[config.mk]
export PLATFORM = sky130hd
export DESIGN_NAME = axi_lite_multi_adder
export DESIGN_NICKNAME = d
export VERILOG_FILES = /design/src/rtl/axi_lite_multi_adder.sv
export SDC_FILE = /design/constraint.sdc
export NUM_CORES = 1
export LEC_CHECK = 0
export ABC_AREA = 1
export CORE_ASPECT_RATIO = 0.5
export CORE_MARGIN = 5
export CORE_UTILIZATION = 54
export DETAILED_ROUTE_END_ITERATION = 7
export PLACE_DENSITY_LB_ADDON = 0.15
export SETUP_SLACK_MARGIN = 0.02
export SLEW_MARGIN = 5
export SYNTH_ARGS = -nofsm -noshare
export SYNTH_HDL_FRONTEND = slang
export SYNTH_SLANG_ARGS = --single-unit
export TNS_END_PERCENT = 30
[constraint.sdc]
create_clock -name s0_axi_aclk -period 3.75 [get_ports s0_axi_aclk]
set_clock_uncertainty 0.15 [all_clocks]
set_input_delay 0.375 -clock s0_axi_aclk [delete_from_list [all_inputs] [get_ports s0_axi_aclk]]
set_output_delay 0.375 -clock s0_axi_aclk [all_outputs]
set_load 0.02 [all_outputs]
[src/rtl/axi_lite_multi_adder.sv]
// axi_lite_multi_adder
//   AXI4-Lite slave that sums NUM_OPERANDS software-written operands, one
//   operand per clock. Add/sub and accumulate modes, carry/overflow flags,
//   OKAY/SLVERR responses and a level done interrupt.
//
//   Register map (byte address, addr[1:0] ignored):
//     0x00             CTRL    RW  [0] START (self-clearing, reads 0), [1] SUB, [2] ACC
//     0x04             STATUS      [0] BUSY RO, [1] DONE W1C, [2] CARRY RO, [3] OVF RO
//     0x08 + 4*i       OPERAND[i]  RW
//     0x08 + 4*N       RESULT  RO
//     anything else    SLVERR, read data 0
//
//   Ports:
//     s0_axi_aclk / s0_axi_areset   clock, synchronous active-high reset
//     s0_axi_aw* / s0_axi_w* / s0_axi_b*   write address, data, response channels
//     s0_axi_ar* / s0_axi_r*               read address, data channels
//     done_irq                              level interrupt = STATUS.DONE
//
//   Build option: define ADDER_SATURATE_EN to clamp the accumulator to the
//   signed max/min on overflow instead of wrapping (OVF is set either way).
module axi_lite_multi_adder #(
    parameter int DATA_WIDTH   = 32,
    parameter int ADDR_WIDTH   = 8,
    parameter int NUM_OPERANDS = 4
) (
    input  logic                    s0_axi_aclk,
    input  logic                    s0_axi_areset,
    input  logic [ADDR_WIDTH-1:0]   s0_axi_awaddr,
    input  logic                    s0_axi_awvalid,
    output logic                    s0_axi_awready,
    input  logic [DATA_WIDTH-1:0]   s0_axi_wdata,
    input  logic [DATA_WIDTH/8-1:0] s0_axi_wstrb,
    input  logic                    s0_axi_wvalid,
    output logic                    s0_axi_wready,
    output logic [1:0]              s0_axi_bresp,
    output logic                    s0_axi_bvalid,
    input  logic                    s0_axi_bready,
    input  logic [ADDR_WIDTH-1:0]   s0_axi_araddr,
    input  logic                    s0_axi_arvalid,
    output logic                    s0_axi_arready,
    output logic [DATA_WIDTH-1:0]   s0_axi_rdata,
    output logic [1:0]              s0_axi_rresp,
    output logic                    s0_axi_rvalid,
    input  logic                    s0_axi_rready,
    output logic                    done_irq
);
    localparam int WW = ADDR_WIDTH - 2;
    localparam int SW = DATA_WIDTH / 8;
    localparam int IW = $clog2(NUM_OPERANDS + 1);
    localparam int MSB = DATA_WIDTH - 1;
    localparam logic [WW-1:0] W_CTRL   = WW'(0);
    localparam logic [WW-1:0] W_STATUS = WW'(1);
    localparam logic [WW-1:0] W_RESULT = WW'(2 + NUM_OPERANDS);
    localparam logic [1:0] RESP_OKAY   = 2'b00;
    localparam logic [1:0] RESP_SLVERR = 2'b10;
`ifdef ADDER_SATURATE_EN
    localparam logic [DATA_WIDTH-1:0] SMAX = {1'b0, {(DATA_WIDTH-1){1'b1}}};
    localparam logic [DATA_WIDTH-1:0] SMIN = {1'b1, {(DATA_WIDTH-1){1'b0}}};
`endif

    typedef enum logic [0:0] {IDLE, RUN} state_t;

    state_t state_q, state_d;
    logic [DATA_WIDTH-1:0] acc_q, acc_d, result_q, result_d;
    logic [IW-1:0] idx_q, idx_d;
    logic [NUM_OPERANDS-1:0][DATA_WIDTH-1:0] op_q, op_d;
    logic ctrl_sub_q, ctrl_sub_d, ctrl_acc_q, ctrl_acc_d;
    logic done_q, done_d, carry_q, carry_d, ovf_q, ovf_d;
    logic bvalid_q, bvalid_d, rvalid_q, rvalid_d;
    logic [1:0] bresp_q, bresp_d, rresp_q, rresp_d;
    logic [DATA_WIDTH-1:0] rdata_q, rdata_d;

    logic [WW-1:0] aw_word, ar_word;
    logic wr_fire, rd_fire, busy, start, done_clr, wr_err, rd_err;
    logic [DATA_WIDTH-1:0] rd_val, opnd, raw, step_res;
    logic [DATA_WIDTH:0] wide;
    logic step_c, step_v;
    logic unused_addr_bits;

    assign unused_addr_bits = ^{s0_axi_awaddr[1:0], s0_axi_araddr[1:0]};
    assign aw_word = s0_axi_awaddr[ADDR_WIDTH-1:2];
    assign ar_word = s0_axi_araddr[ADDR_WIDTH-1:2];
    assign busy    = (state_q == RUN);

    // Address and data are taken together; a pending response blocks new writes.
    assign wr_fire = s0_axi_awvalid & s0_axi_wvalid & ~bvalid_q & ~s0_axi_areset;
    assign rd_fire = s0_axi_arvalid & ~rvalid_q & ~s0_axi_areset;

    assign s0_axi_awready = wr_fire;
    assign s0_axi_wready  = wr_fire;
    assign s0_axi_arready = rd_fire;
    assign s0_axi_bvalid  = bvalid_q;
    assign s0_axi_bresp   = bresp_q;
    assign s0_axi_rvalid  = rvalid_q;
    assign s0_axi_rresp   = rresp_q;
    assign s0_axi_rdata   = rdata_q;
    assign done_irq       = done_q;

    // Write decode and register updates
    always_comb begin
        op_d       = op_q;
        ctrl_sub_d = ctrl_sub_q;
        ctrl_acc_d = ctrl_acc_q;
        start      = 1'b0;
        done_clr   = 1'b0;
        wr_err     = 1'b0;
        if (wr_fire) begin
            if (aw_word == W_CTRL) begin
                if (busy) begin
                    wr_err = 1'b1;
                end else if (s0_axi_wstrb[0]) begin
                    start      = s0_axi_wdata[0];
                    ctrl_sub_d = s0_axi_wdata[1];
                    ctrl_acc_d = s0_axi_wdata[2];
                end
            end else if (aw_word == W_STATUS) begin
                done_clr = s0_axi_wstrb[0] & s0_axi_wdata[1];
            end else begin
                // RESULT and unmapped addresses stay errors unless an operand matches
                wr_err = 1'b1;
                for (int i = 0; i < NUM_OPERANDS; i++) begin
                    if (aw_word == WW'(2 + i)) begin
                        wr_err = busy;
                        if (!busy) begin
                            for (int b = 0; b < SW; b++) begin
                                if (s0_axi_wstrb[b]) op_d[i][8*b +: 8] = s0_axi_wdata[8*b +: 8];
                            end
                        end
                    end
                end
            end
        end

        bvalid_d = bvalid_q;
        bresp_d  = bresp_q;
        if (wr_fire) begin
            bvalid_d = 1'b1;
            bresp_d  = wr_err ? RESP_SLVERR : RESP_OKAY;
        end else if (bvalid_q && s0_axi_bready) begin
            bvalid_d = 1'b0;
        end
    end

    // Read path: sampled from current state, so a same-cycle write is not visible
    always_comb begin
        rd_val = '0;
        rd_err = 1'b1;
        if (ar_word == W_CTRL) begin
            rd_val[2:0] = {ctrl_acc_q, ctrl_sub_q, 1'b0};
            rd_err      = 1'b0;
        end else if (ar_word == W_STATUS) begin
            rd_val[3:0] = {ovf_q, carry_q, done_q, busy};
            rd_err      = 1'b0;
        end else if (ar_word == W_RESULT) begin
            rd_val = result_q;
            rd_err = 1'b0;
        end else begin
            for (int i = 0; i < NUM_OPERANDS; i++) begin
                if (ar_word == WW'(2 + i)) begin
                    rd_val = op_q[i];
                    rd_err = 1'b0;
                end
            end
        end

        rvalid_d = rvalid_q;
        rdata_d  = rdata_q;
        rresp_d  = rresp_q;
        if (rd_fire) begin
            rvalid_d = 1'b1;
            rdata_d  = rd_val;
            rresp_d  = rd_err ? RESP_SLVERR : RESP_OKAY;
        end else if (rvalid_q && s0_axi_rready) begin
            rvalid_d = 1'b0;
        end
    end

    // One accumulation step; top bit of the widened result is carry (add) or borrow (sub)
    always_comb begin
        opnd = '0;
        for (int i = 0; i < NUM_OPERANDS; i++) begin
            if (idx_q == IW'(i)) opnd = op_q[i];
        end
        if (ctrl_sub_q) wide = {1'b0, acc_q} - {1'b0, opnd};
        else            wide = {1'b0, acc_q} + {1'b0, opnd};
        raw    = wide[DATA_WIDTH-1:0];
        step_c = wide[DATA_WIDTH];
        if (ctrl_sub_q) step_v = (acc_q[MSB] != opnd[MSB]) && (raw[MSB] != acc_q[MSB]);
        else            step_v = (acc_q[MSB] == opnd[MSB]) && (raw[MSB] != acc_q[MSB]);
`ifdef ADDER_SATURATE_EN
        // Overflow direction follows the accumulator sign for both add and sub
        step_res = step_v ? (acc_q[MSB] ? SMIN : SMAX) : raw;
`else
        step_res = raw;
`endif
    end

    // Sequencer
    always_comb begin
        state_d  = state_q;
        acc_d    = acc_q;
        idx_d    = idx_q;
        result_d = result_q;
        carry_d  = carry_q;
        ovf_d    = ovf_q;
        done_d   = done_q & ~done_clr;
        case (state_q)
            IDLE: begin
                if (start) begin
                    state_d = RUN;
                    done_d  = 1'b0;
                    carry_d = 1'b0;
                    ovf_d   = 1'b0;
                    acc_d   = ctrl_acc_d ? result_q : op_q[0];
                    idx_d   = ctrl_acc_d ? '0 : IW'(1);
                end
            end
            RUN: begin
                // idx == NUM_OPERANDS is the writeback slot; hardware set beats W1C
                if (idx_q == IW'(NUM_OPERANDS)) begin
                    result_d = acc_q;
                    done_d   = 1'b1;
                    state_d  = IDLE;
                end else begin
                    acc_d   = step_res;
                    carry_d = carry_q | step_c;
                    ovf_d   = ovf_q | step_v;
                    idx_d   = idx_q + IW'(1);
                end
            end
            default: state_d = IDLE;
        endcase
    end

    always_ff @(posedge s0_axi_aclk) begin
        if (s0_axi_areset) begin
            state_q    <= IDLE;
            acc_q      <= '0;
            idx_q      <= '0;
            result_q   <= '0;
            op_q       <= '0;
            ctrl_sub_q <= 1'b0;
            ctrl_acc_q <= 1'b0;
            done_q     <= 1'b0;
            carry_q    <= 1'b0;
            ovf_q      <= 1'b0;
            bvalid_q   <= 1'b0;
            bresp_q    <= RESP_OKAY;
            rvalid_q   <= 1'b0;
            rresp_q    <= RESP_OKAY;
            rdata_q    <= '0;
        end else begin
            state_q    <= state_d;
            acc_q      <= acc_d;
            idx_q      <= idx_d;
            result_q   <= result_d;
            op_q       <= op_d;
            ctrl_sub_q <= ctrl_sub_d;
            ctrl_acc_q <= ctrl_acc_d;
            done_q     <= done_d;
            carry_q    <= carry_d;
            ovf_q      <= ovf_d;
            bvalid_q   <= bvalid_d;
            bresp_q    <= bresp_d;
            rvalid_q   <= rvalid_d;
            rresp_q    <= rresp_d;
            rdata_q    <= rdata_d;
        end
    end
endmodule
==> metrics.cfg, run 1 <==
[critical_path]
arrival_ns = 4.43
worstPathMaxFanout = 6
cp-end-kind = flip-flop
reg2reg_from = idx_q[1]$_SDFFE_PP0P_
timing.critical_path.from = idx_q[1]$_SDFFE_PP0P_
worst_setup_path_start_kind = flip-flop
required_ns = 4.09
slowest_stage = nor4_4
crit_top_cell = nand2_1
path_class = flip-flop to flip-flop
cp_slowest_stage_delay_ns = 0.40

[placement]
port_buffers = 94
placed_area_um2 = 17100
dpl.hpwl_um = 41700
place_congestion = 0.974

[power_and_ir_drop]
peakVddDrop_v = 0.000281
p_seq_share_pct = 46.7
p_int_mw = 3.96
power.density_nw_per_um2 = 285
p_clk_share_pct = 42.2
p_total_mw = 5.42
combinationalPowerShare_pct = 11.2
swShare_pct = 27.0
switchingPower_mw = 1.47
power_leakage_nw = 8.41

[timing]
fin_crit_sh_pct = 109
tightest_slew_ns = 1.13
setup-tns-final_ns = -4.27
slew_headroom_pct = 24.5
setup_ws_ns = -0.339
timing_hold_violations_final = 0
rsz0062_at_grt = true
clock.fmax_ghz = 0.245
setup_violations = 24
fin_crit_ns = 4.09
slew_violations = 0

[die]
die_x_um = 240
die_y_um = 125
coreArea_um2 = 26300
rows = 42
initial_core_util_pct = 54.5
die-area_um2 = 30100
io_pins = 101

[drt]
route.detailed.drc = 0
drt-initial-drc-count = 2231
ant_nets = 0
vias_per_cell = 5.85
wirelength_um = 57800
first_pass_iters = 6
wire_per_inst_um = 20.2
vias = 16800

[synthesis]
synth_top_area_share_pct = 33.2
syn_area_um2 = 14300
synth.area.top_cells = dfxtp_1 33%, nand2_1 12%, o21ai_0 9.9%
yosys_warnings = 0
ys.flop_type = dfxtp_1
ys_types = 47
ys_seq_area_share_pct = 33.2
synth_edf_count = 0
synth_async_sr_flop_share_pct = 0
syn_inst = 2227
ys_ff_latch = 237
syn_avg_cell_area_um2 = 6.43
yosysTopAreaCell = dfxtp_1

[final_layout]
area_growth_pct = 33.0
final_area_um2 = 19000
drive_above_1_share_pct = 21.0
nets = 2594

[global_routing]
grt_first_pass_wirelength_um = 85800
overflow = 0
grt_max_degree = 72
antenna_found_initial = 4
track_usage_pct = 36.4
grt_pass1_vias = 14600

[outcome]
violations = negative setup slack
outcome = finished with violations

[flow_run]
maxCapViolCount = 0

[worst_hold_path]
hold_class = input port to flip-flop
min-delay-start = s0_axi_areset

[clocking]
clkSlewWorstSetupHoldPaths_ns = 0.07
root_buffer = clkbuf_16
clock-sinks = 237
cts_tree = done
ctsLongestPathBuffers = 3
htreeDepth = 1
clk_latency_ns = 0.56
numCtsBuffers = 23

power groups by stage:
stage                     Combinational [mW]  Clock, mW  Sequential [mW]
after CTS                              0.571       2.29             2.53
after detailed placement               0.538          0             2.59
after floorplan                        0.290          0             2.59
after global routing                   0.650       2.41             2.53
final                                  0.606       2.29             2.53
after global placement                 0.536          0             2.59
area by class of cell:
cell class | instances | area [um2]
diodes | 2 | 5.00
fillers | 2230 | 7250
flip-flops and latches | 237 | 4750
well taps | 352 | 440
inverters | 287 | 1100
multi-input cells | 1587 | 8910
clock buffers | 30 | 632
clock inverters | 9 | 66.3
repair buffers | 360 | 3120
cell families (layout without fill, tap and decap cells):
family	Yosys count	count (layout)	synth area share (%)
and+or+nand+nor	838	838	23.6
AOI/OAI and AO/OA	673	673	26.5
buffers and inverters	404	686	11.1
DFF	237	237	33.2
adders and majority gates	39	39	3.46
xor gates and xnor gates	35	35	2.14
other	1	4	0.0262
cells in the mapped netlist, types with 8 or more instances:
library cell / count
o211ai_1: 46
xor2_1: 25
o221ai_1: 23
a21oi_1: 211
nand4_1: 18
nand2_1: 459
buf_2: 16
inv_1: 280
nand3_1: 73
clkbuf_1: 88
o21ai_0: 283
a211oi_1: 33
o21ai_1: 8
o22ai_1: 20
a31oi_1: 17
dfxtp_1: 237
nor2_1: 253
ha_1: 38
nor3_1: 12
xnor2_1: 10
worst max-delay path: cells and delay by family (launching register included):
family / cells / cell delay, ns
buf+inv: 6 / 0.52
fa+ha+maj: 2 / 0.45
simple gates: 20 / 2.31
compound gates: 2 / 0.23
flops: 1 / 0.37
repair_timing:
item / CTS / global route
hold buffers: 0 / 0
pin swaps: 77 / 66
gates resized for setup: 142 / 115
setup buffers: 25 / 4
cloned: 4 / 0
endpoints found under the setup margin: 26 / 28
per-stage QoR:
| stage | hold WS, ns | worst slack (ns) | std cells | util [%] |
|---|---|---|---|---|
| floorplan | 0.276 | -0.181 | 2228 | - |
| global placement | 0.293 | -0.569 | 2791 | 65.1 |
| detailed placement | 0.303 | -0.682 | 2791 | 65.1 |
| CTS | 0.146 | -0.217 | 2858 | 70.9 |
| global route | 0.174 | -0.541 | 2864 | 72.4 |
| finish | 0.162 | -0.339 | 2864 | 72.4 |
routing by layer:
| layer | vias to the layer above | part of all wire, % | track usage, % |
|---|---|---|---|
| met2 | 961 | 38 | 48.4 |
| li1 | 7940 | - | - |
| met1 | 7760 | 43 | 53.9 |
| met4 | 6 | 2.1 | 6.57 |
| met5 | - | 0.20 | 2.23 |
| met3 | 95 | 16 | 16.6 |
registers in the layout, indices dropped and copies added, names as in the netlist:
signal	flops
carry_q	1
acc_q	32
op_q	128
idx_q	3
s0_axi_rresp	1
s0_axi_rdata	32
done_irq	1
ctrl_sub_q	1
s0_axi_bvalid	1
ctrl_acc_q	1
s0_axi_bresp	1
ovf_q	1
busy	1
result_q	32
s0_axi_rvalid	1
final timing paths:
path,endpoint,cells past startpoint,slack (ns)
worst max-delay path,ovf_q$_SDFFE_PP0P_,30,-0.34
worst min-delay path,s0_axi_bvalid$_SDFFE_PP0P_,4,0.16
worst max register to register,ovf_q$_SDFFE_PP0P_,30,-0.34
worst min register to register,result_q[2]$_SDFFE_PP0P_,2,0.31
cells in the final DEF, fill, tap and decap left out, types with 21 or more instances in the layout:
cell type,count
a211oi_1,32
a21oi_1,189
a21oi_2,21
buf_4,243
clkbuf_16,23
clkdlybuf4s50_1,93
dfxtp_1,234
inv_1,262
nand2_1,385
nand2_2,66
nand3_1,59
nor2_1,224
o211ai_1,46
o21ai_0,260
o21ai_1,24
o221ai_1,23
xor2_1,22
Note: power is estimated with default switching activity, not from simulation.
==> run 2, diff against run 1 <==
- SLEW_MARGIN: 5 -> default
==> results of run 2 <==
Same layout as run 1: the final DEF is identical, and so are final timing and power.
